## src/rtl/rom_fetch_ctrl_if.sv

```systemverilog
// Fetch-side bus between the sequencer, the combinational program ROM and the
// decode/execute consumer.
interface rom_fetch_ctrl_if #(
  parameter int unsigned AW = 4,
  parameter int unsigned DW = 16
);
  logic [AW-1:0] rom_addr;
  logic [DW-1:0] rom_data;
  logic [DW-1:0] instr;
  logic [AW-1:0] instr_pc;
  logic          instr_valid;
  logic          instr_ready;
  logic          jump_valid;
  logic [AW-1:0] jump_addr;

  modport master (
    output rom_addr,
    output instr,
    output instr_pc,
    output instr_valid,
    input  rom_data,
    input  instr_ready,
    input  jump_valid,
    input  jump_addr
  );

  modport slave (
    input  rom_addr,
    input  instr,
    input  instr_pc,
    input  instr_valid,
    output rom_data,
    output instr_ready,
    output jump_valid,
    output jump_addr
  );
endinterface

```

## src/rtl/rom_fetch_ctrl.sv

```systemverilog
// Instruction-fetch sequencer: owns the PC, latches ROM words and issues them
// with a valid/ready handshake; accepts jump redirects and stops on HALT_WORD.
module rom_fetch_ctrl #(
  parameter int unsigned     AW        = 4,
  parameter int unsigned     DW        = 16,
  parameter logic [AW-1:0]   RESET_PC  = '0,
  parameter logic [DW-1:0]   HALT_WORD = '0
) (
  input  logic                clk,
  input  logic                rst,
  input  logic                start_i,
  output logic                busy_o,
  output logic                halted_o,
  rom_fetch_ctrl_if.master    bus
);

  typedef enum logic [1:0] {StIdle, StFetch, StIssue, StHalt} state_e;

  state_e        state_q;
  logic [AW-1:0] pc_q;
  logic [DW-1:0] instr_q;
  logic [AW-1:0] instr_pc_q;
  logic          instr_valid_q;
  logic          halted_q;

  always_ff @(posedge clk) begin
    if (rst) begin
      state_q       <= StIdle;
      pc_q          <= '0;
      instr_q       <= '0;
      instr_pc_q    <= '0;
      instr_valid_q <= 1'b0;
      halted_q      <= 1'b0;
    end else begin
      unique case (state_q)
        StIdle: begin
          if (start_i) begin
            pc_q    <= RESET_PC;
            state_q <= StFetch;
          end
        end
        StFetch: begin
          // pc stays on the halt word so a restart can be debugged from it
          if (bus.rom_data != HALT_WORD) begin
            instr_q       <= bus.rom_data;
            instr_pc_q    <= pc_q;
            instr_valid_q <= 1'b1;
            pc_q          <= pc_q + AW'(1);
            state_q       <= StIssue;
          end else begin
            halted_q <= 1'b1;
            state_q  <= StHalt;
          end
        end
        StIssue: begin
          if (bus.instr_ready) begin
            instr_valid_q <= 1'b0;
            state_q       <= StFetch;
            if (bus.jump_valid) begin
              pc_q <= bus.jump_addr;
            end
          end
        end
        StHalt: begin
          if (start_i) begin
            pc_q     <= RESET_PC;
            halted_q <= 1'b0;
            state_q  <= StFetch;
          end
        end
        default: state_q <= StIdle;
      endcase
    end
  end

  assign bus.rom_addr    = pc_q;
  assign bus.instr       = instr_q;
  assign bus.instr_pc    = instr_pc_q;
  assign bus.instr_valid = instr_valid_q;
  assign busy_o          = (state_q == StFetch) || (state_q == StIssue);
  assign halted_o        = halted_q;

endmodule

```

## src/flat_wrapper.sv

```systemverilog
// flat-port wrapper written by rule: the top's interface ports become plain ports
module rom_fetch_ctrl_flat 
#(
  parameter int unsigned     AW        = 4,
  parameter int unsigned     DW        = 16,
  parameter logic [AW-1:0]   RESET_PC  = '0,
  parameter logic [DW-1:0]   HALT_WORD = '0
)
  (clk, rst, start_i, busy_o, halted_o, bus_rom_addr, bus_instr, bus_instr_pc, bus_instr_valid, bus_rom_data, bus_instr_ready, bus_jump_valid, bus_jump_addr);
  rom_fetch_ctrl_if #(.AW(AW), .DW(DW)) bus_i ();
  input  logic clk;
  input  logic rst;
  input  logic start_i;
  output logic busy_o;
  output logic halted_o;
  output wire logic [$bits(bus_i.rom_addr)-1:0] bus_rom_addr;
  output wire logic [$bits(bus_i.instr)-1:0] bus_instr;
  output wire logic [$bits(bus_i.instr_pc)-1:0] bus_instr_pc;
  output wire logic [$bits(bus_i.instr_valid)-1:0] bus_instr_valid;
  input wire logic [$bits(bus_i.rom_data)-1:0] bus_rom_data;
  input wire logic [$bits(bus_i.instr_ready)-1:0] bus_instr_ready;
  input wire logic [$bits(bus_i.jump_valid)-1:0] bus_jump_valid;
  input wire logic [$bits(bus_i.jump_addr)-1:0] bus_jump_addr;
  assign bus_rom_addr = bus_i.rom_addr;
  assign bus_instr = bus_i.instr;
  assign bus_instr_pc = bus_i.instr_pc;
  assign bus_instr_valid = bus_i.instr_valid;
  assign bus_i.rom_data = bus_rom_data;
  assign bus_i.instr_ready = bus_instr_ready;
  assign bus_i.jump_valid = bus_jump_valid;
  assign bus_i.jump_addr = bus_jump_addr;
  rom_fetch_ctrl #(.AW(AW), .DW(DW), .RESET_PC(RESET_PC), .HALT_WORD(HALT_WORD)) u_core (.clk(clk), .rst(rst), .start_i(start_i), .busy_o(busy_o), .halted_o(halted_o), .bus(bus_i));
endmodule
```

## config.mk

```make
export PLATFORM = sky130hd
export DESIGN_NAME = rom_fetch_ctrl_flat
export DESIGN_NICKNAME = d
export VERILOG_FILES = /design/src/rtl/rom_fetch_ctrl_if.sv /design/src/rtl/rom_fetch_ctrl.sv /design/src/flat_wrapper.sv
export SDC_FILE = /design/constraint.sdc
export NUM_CORES = 1
export LEC_CHECK = 0
export CORE_MARGIN = 2
export CORE_UTILIZATION = 35
export CTS_BUF_LIST = sky130_fd_sc_hd__clkbuf_8
export DETAILED_ROUTE_END_ITERATION = 8
export PLACE_DENSITY = 0.72
export SYNTH_ARGS = -nofsm -noshare
export SYNTH_HDL_FRONTEND = slang
export SYNTH_SLANG_ARGS = --single-unit
```

## constraint.sdc

```tcl
create_clock -name clk -period 3.5 [get_ports clk]
set_input_delay 0.7 -clock clk [delete_from_list [all_inputs] [get_ports clk]]
set_output_delay 0.7 -clock clk [all_outputs]
set_load 0.03 [all_outputs]
```

Word-level counts from Yosys, hierarchy flattened:

Index checks and enable logic that the tools add are counted.

* output and inout port bits: 27
* register bits after elaboration: 28

* mux-type cells: 15
* add/subtract/negate cells: 1
* equality and inequality tests: 9
* reduce and logical (&&, ||, !) cells: 11

Operators by type and width (count)
* $mux 4: 4
* $reduce_bool 16->1: 1
* $pmux 4 s3: 1
* $ne 2x2->1 const B: 4
* $pmux 2 s3: 1
* $reduce_and 3->1: 2
* $mux 1: 5
* $add 4x1->4 const B: 1
* $eq 2x2->1 const B: 2
* $mux 2: 2
* $ne 2x1->1 const B: 2
* $pmux 1 s2: 2
* $reduce_and 2->1: 2
* $reduce_and 4->1: 1
* $reduce_bool 2->1: 2
* $eq 2x1->1 const B: 1
* $logic_not 2->1: 1
* $reduce_or 2->1: 1
* $logic_or 1x1->1: 1

Depth between registers and ports, before layout:

* word-level depth: 4
* gate-level depth with buffers: 7
* gate-level depth less buffers: 6

Worst setup path after synthesis:

Ideal clock, no wire load.

* kind: input-to-reg
* from: in bus_rom_data[7]
* to: reg u_core.halted_q, in the netlist u_core.halted_o
* setup slack: 1190 ps
* arrival time: 2178 ps
* data required time: 3368 ps
* cell stages on the path: 5
* path buffers: 1
* cells stage by stage: or4_4 > or4_4 > buf_6 > o211ai_1 > a21oi_1

* longest elaborated chain between the ends: 3

RTL lines
* start: declaration: RTL line flat_wrapper.sv:20 `input wire logic [$bits(bus_i.rom_data)-1:0] bus_rom_data;`
* $reduce_bool 16->1: RTL line rom_fetch_ctrl.sv:44 `if (bus.rom_data != HALT_WORD) begin`
* $ne 2x2->1 (no line)
* $reduce_and 3->1 (no line)
* end signal: assignment: RTL line rom_fetch_ctrl.sv:33 `halted_q <= 1'b0;`
* end signal: assignment: RTL line rom_fetch_ctrl.sv:51 `halted_q <= 1'b1;`
* end signal: assignment: RTL line rom_fetch_ctrl.sv:67 `halted_q <= 1'b0;`
* end: declaration: RTL line rom_fetch_ctrl.sv:24 `logic halted_q;`

Every way passes these cells.
A chain may end at the register's enable or synchronous reset.

Worst setup path in the final report:

* from: in bus_rom_data[7]
* to: reg u_core.instr_valid_q, in the netlist u_core.bus.instr_valid

* longest elaborated chain between the ends: 3

RTL lines
* $reduce_bool 16->1: RTL line rom_fetch_ctrl.sv:44
* $ne 2x1->1 (no line)
* $reduce_and 3->1 (no line)
* end signal: assignment: RTL line rom_fetch_ctrl.sv:32 `instr_valid_q <= 1'b0;`
* end signal: assignment: RTL line rom_fetch_ctrl.sv:47 `instr_valid_q <= 1'b1;`
* end signal: assignment: RTL line rom_fetch_ctrl.sv:57 `instr_valid_q <= 1'b0;`
* end: declaration: RTL line rom_fetch_ctrl.sv:23 `logic instr_valid_q;`

Every way passes these cells.

==> results.sh <==
export IMPL_status="finished clean"
export IMPL_wl_per_cell_um=12.28
export IMPL_cap_violations=0
export IMPL_rsz0062_at_grt="false"
export IMPL_final_setup_skew_ns=0.002752
export IMPL_place_area_um2=1876
export IMPL_ant_nets=0
export IMPL_diodes=0
export IMPL_syn_num_nets=192
export IMPL_drt_total_wl_um=3156
export IMPL_grt_start_max_net_pins=30
export IMPL_setup_viol=0
export IMPL_most_common_layout_cells="clkdlybuf4s50_1, nand2_1, dfxtp_1"
export IMPL_cp_common_cell="or4_4"
export IMPL_h_tree_depth=1
export IMPL_post_cts_resized=0
export IMPL_hold_buffers=0
export IMPL_cts_buffers=3
export IMPL_placementRows=22
export IMPL_grt_overflow=0
export IMPL_final_common_cell="clkdlybuf4s50_1"
export IMPL_core_um2=3661
export IMPL_start_util_pct=36.23
export IMPL_synth_compound_area_share_pct=20.09
export IMPL_crit_fanout=11
export IMPL_firstDrtPassIters=4
export IMPL_synth_cell_type_count=27
export IMPL_path_cells="clkdlybuf4s50_1 -> or4_4 -> or4_4 -> o211ai_1 -> a21oi_1"
export IMPL_clock_sinks=28
export IMPL_die_x_um=65.56
export IMPL_avgViaCountPerCell=4.969
export IMPL_clock_root_buffer="clkbuf_8"
export IMPL_worstSkewPairLatency_ns=0.28
export IMPL_numPortBuffers=51
export IMPL_yosysWarnings=0
export IMPL_synth_top_family_by_area="simple AND/OR/NAND/NOR gates"
export IMPL_vias=1277
export IMPL_cts_max_path_buffers=2
export IMPL_fin_crit_sh_pct=71.69
export IMPL_tightest_slew_ns=1.058
export IMPL_final_area_um2=1931
export IMPL_drcViolationCount=0
export IMPL_grt_pass1_wl_um=5237
export IMPL_fin_crit_ns=2.509
export IMPL_synth_area_per_cell_um2=8.187
export IMPL_slowest_stage="or4_4"
export IMPL_gp_congestion=0.7682
export IMPL_instances_no_fill=257
export IMPL_drive_gt1_share_pct=6.699
export IMPL_synth_area_um2=1326
export IMPL_grt_antenna_before_repair=0
export IMPL_seq_area_frac_synth_pct=42.26
export IMPL_ir_drop_mv=0.2129
export IMPL_fin_setup_tns_ns=0
export IMPL_criticalPathCategory="input port to flop"
export IMPL_cts_setup_buffers=0
export IMPL_die_area_um2=4297
export IMPL_syn_inst=162
export IMPL_io_pins=52
export IMPL_area_growth_pct=45.57
export IMPL_hpwl_um=2310
export IMPL_cts_tree="done"
export IMPL_synthAdderAreaFrac_pct=4.717
export IMPL_synth_xor_xnor_area_share_pct=0
export IMPL_die_h_um=65.56
export IMPL_cp_required_ns=3.62
export IMPL_finalNetCount=240
export IMPL_dr_first_iter_drc_count=34
export IMPL_worstSetupStartpointType="input port"
export IMPL_p_leak_nw=0.6929
export IMPL_synthSimpleGateAreaFrac_pct=25.28
export IMPL_relSlewSlack_pct=29.22
export IMPL_hold_viol_final=0
export IMPL_dp_cells=253
export IMPL_crit_buf_inv=1
export IMPL_drv_slew=0
export IMPL_gr_usage_all_layers_pct=15.64
export IMPL_cpPeakStageDelay_ns=0.65
export IMPL_hold_class="flop to flop"
export IMPL_worstPathArrival_ns=2.63
export IMPL_ys_ff_latch=28
export IMPL_synthMuxAreaShare_pct=1.509
export IMPL_endpoint_kind="flop"
export IMPL_first_global_vias=1164
export IMPL_clock_fmax_mhz=398.6
export IMPL_powerDensity_nw_per_um2=516.8
export IMPL_path_delay_family="simple AND/OR/NAND/NOR gates"
export IMPL_path_clk_slew_ns=0.09
synth_stat cells (all sizes together):
master / instances / area share [%]
o2bb2ai: 1 / 0.66
nand3b: 3 / 1.7
nor2: 2 / 0.57
nor2b: 3 / 1.4
dfxtp: 28 / 42
clkbuf: 6 / 1.7
or4: 5 / 4.0
a311oi: 1 / 1.1
mux2i: 2 / 1.5
ha: 5 / 4.7
o211ai: 2 / 1.1
o21ai: 3 / 1.1
buf: 5 / 2.2
a221o: 2 / 1.5
nand2: 40 / 11
o41ai: 3 / 2.0
a21oi: 23 / 8.7
nand3: 10 / 3.8
nand2b: 2 / 0.94
a31oi: 1 / 0.47
a211oi: 4 / 2.3
inv: 8 / 2.3
nor4: 1 / 1.6
a21o: 2 / 1.1
logic make-up after synthesis:
group	count (synthesis)
AOI/OAI and AO/OA	42
DFF	28
adders and majority gates	5
muxes	2
buffers and inverters	19
and+or+nand+nor	66
flip-flops by register name, indices dropped and copies added (netlist names):
signal	count
u_core.bus.instr	16
u_core.bus.instr_pc	4
u_core.bus.rom_addr	4
u_core.state_q	2
u_core.bus.instr_valid	1
u_core.halted_o	1
path summary, 6_finish.rpt:
kind,start,endpoint,slack (ns),cells past startpoint
setup / recovery,bus_rom_data[7],u_core.bus.instr_valid,0.99,5
hold / removal,u_core.bus.instr[7],u_core.bus.instr[7],0.46,2
setup reg to reg,u_core.state_q[1],u_core.bus.rom_addr[3],1.84,5
hold reg to reg,u_core.bus.instr[7],u_core.bus.instr[7],0.46,2
worst reg2reg max path, delay by kind of cell (launching register included):
| kind | cells | cell delay, ns |
|---|---|---|
| adders and majority gates | 1 | 0.38 |
| AOI/OAI and AO/OA | 2 | 0.44 |
| buffers and inverters | 2 | 0.36 |
| DFF | 1 | 0.39 |
routing by layer:
| metal | GRT usage [%] | up-vias | wire length (um) |
|---|---|---|---|
| li1 | - | 656 | - |
| met1 | 21.19 | 575 | 1474 |
| met2 | 23.72 | 41 | 1382 |
| met3 | 4.452 | 5 | 256 |
| met4 | 5.469 | 0 | 43 |
| met5 | 0 | - | 0 |
through the flow:
step / utilization, % / hold WS [ns] / power (mW) / setup WS [ns]
2_1_floorplan: - / 0.5136 / 0.6461 / 1.190
4_1_cts: 52.73 / 0.4635 / 1.008 / 0.9871
3_3_place_gp: 51.23 / 0.4425 / 0.8048 / 0.7062
3_5_place_dp: 51.23 / 0.4490 / 0.8069 / 0.6910
6_report: 52.73 / 0.4595 / 0.9977 / 0.9910
5_1_grt: 52.73 / 0.4729 / 1.058 / 0.8879
report_power, final:
part	total (mW)	internal [mW]	switching, mW
clock	0.202	0.101	0.101
sequential	0.394	0.361	0.0327
combinational	0.402	0.174	0.227
total	0.998	0.637	0.361
cell type report:
class	instances	area, um^2
fillers	369	1730
inverters	8	30.03
repair buffers	54	533.0
well taps	48	60.06
multi-input cells	115	691.9
flip-flops and latches	28	560.5
clock buffers	4	55.05
No activity file was read; power rests on OpenSTA's default activity.
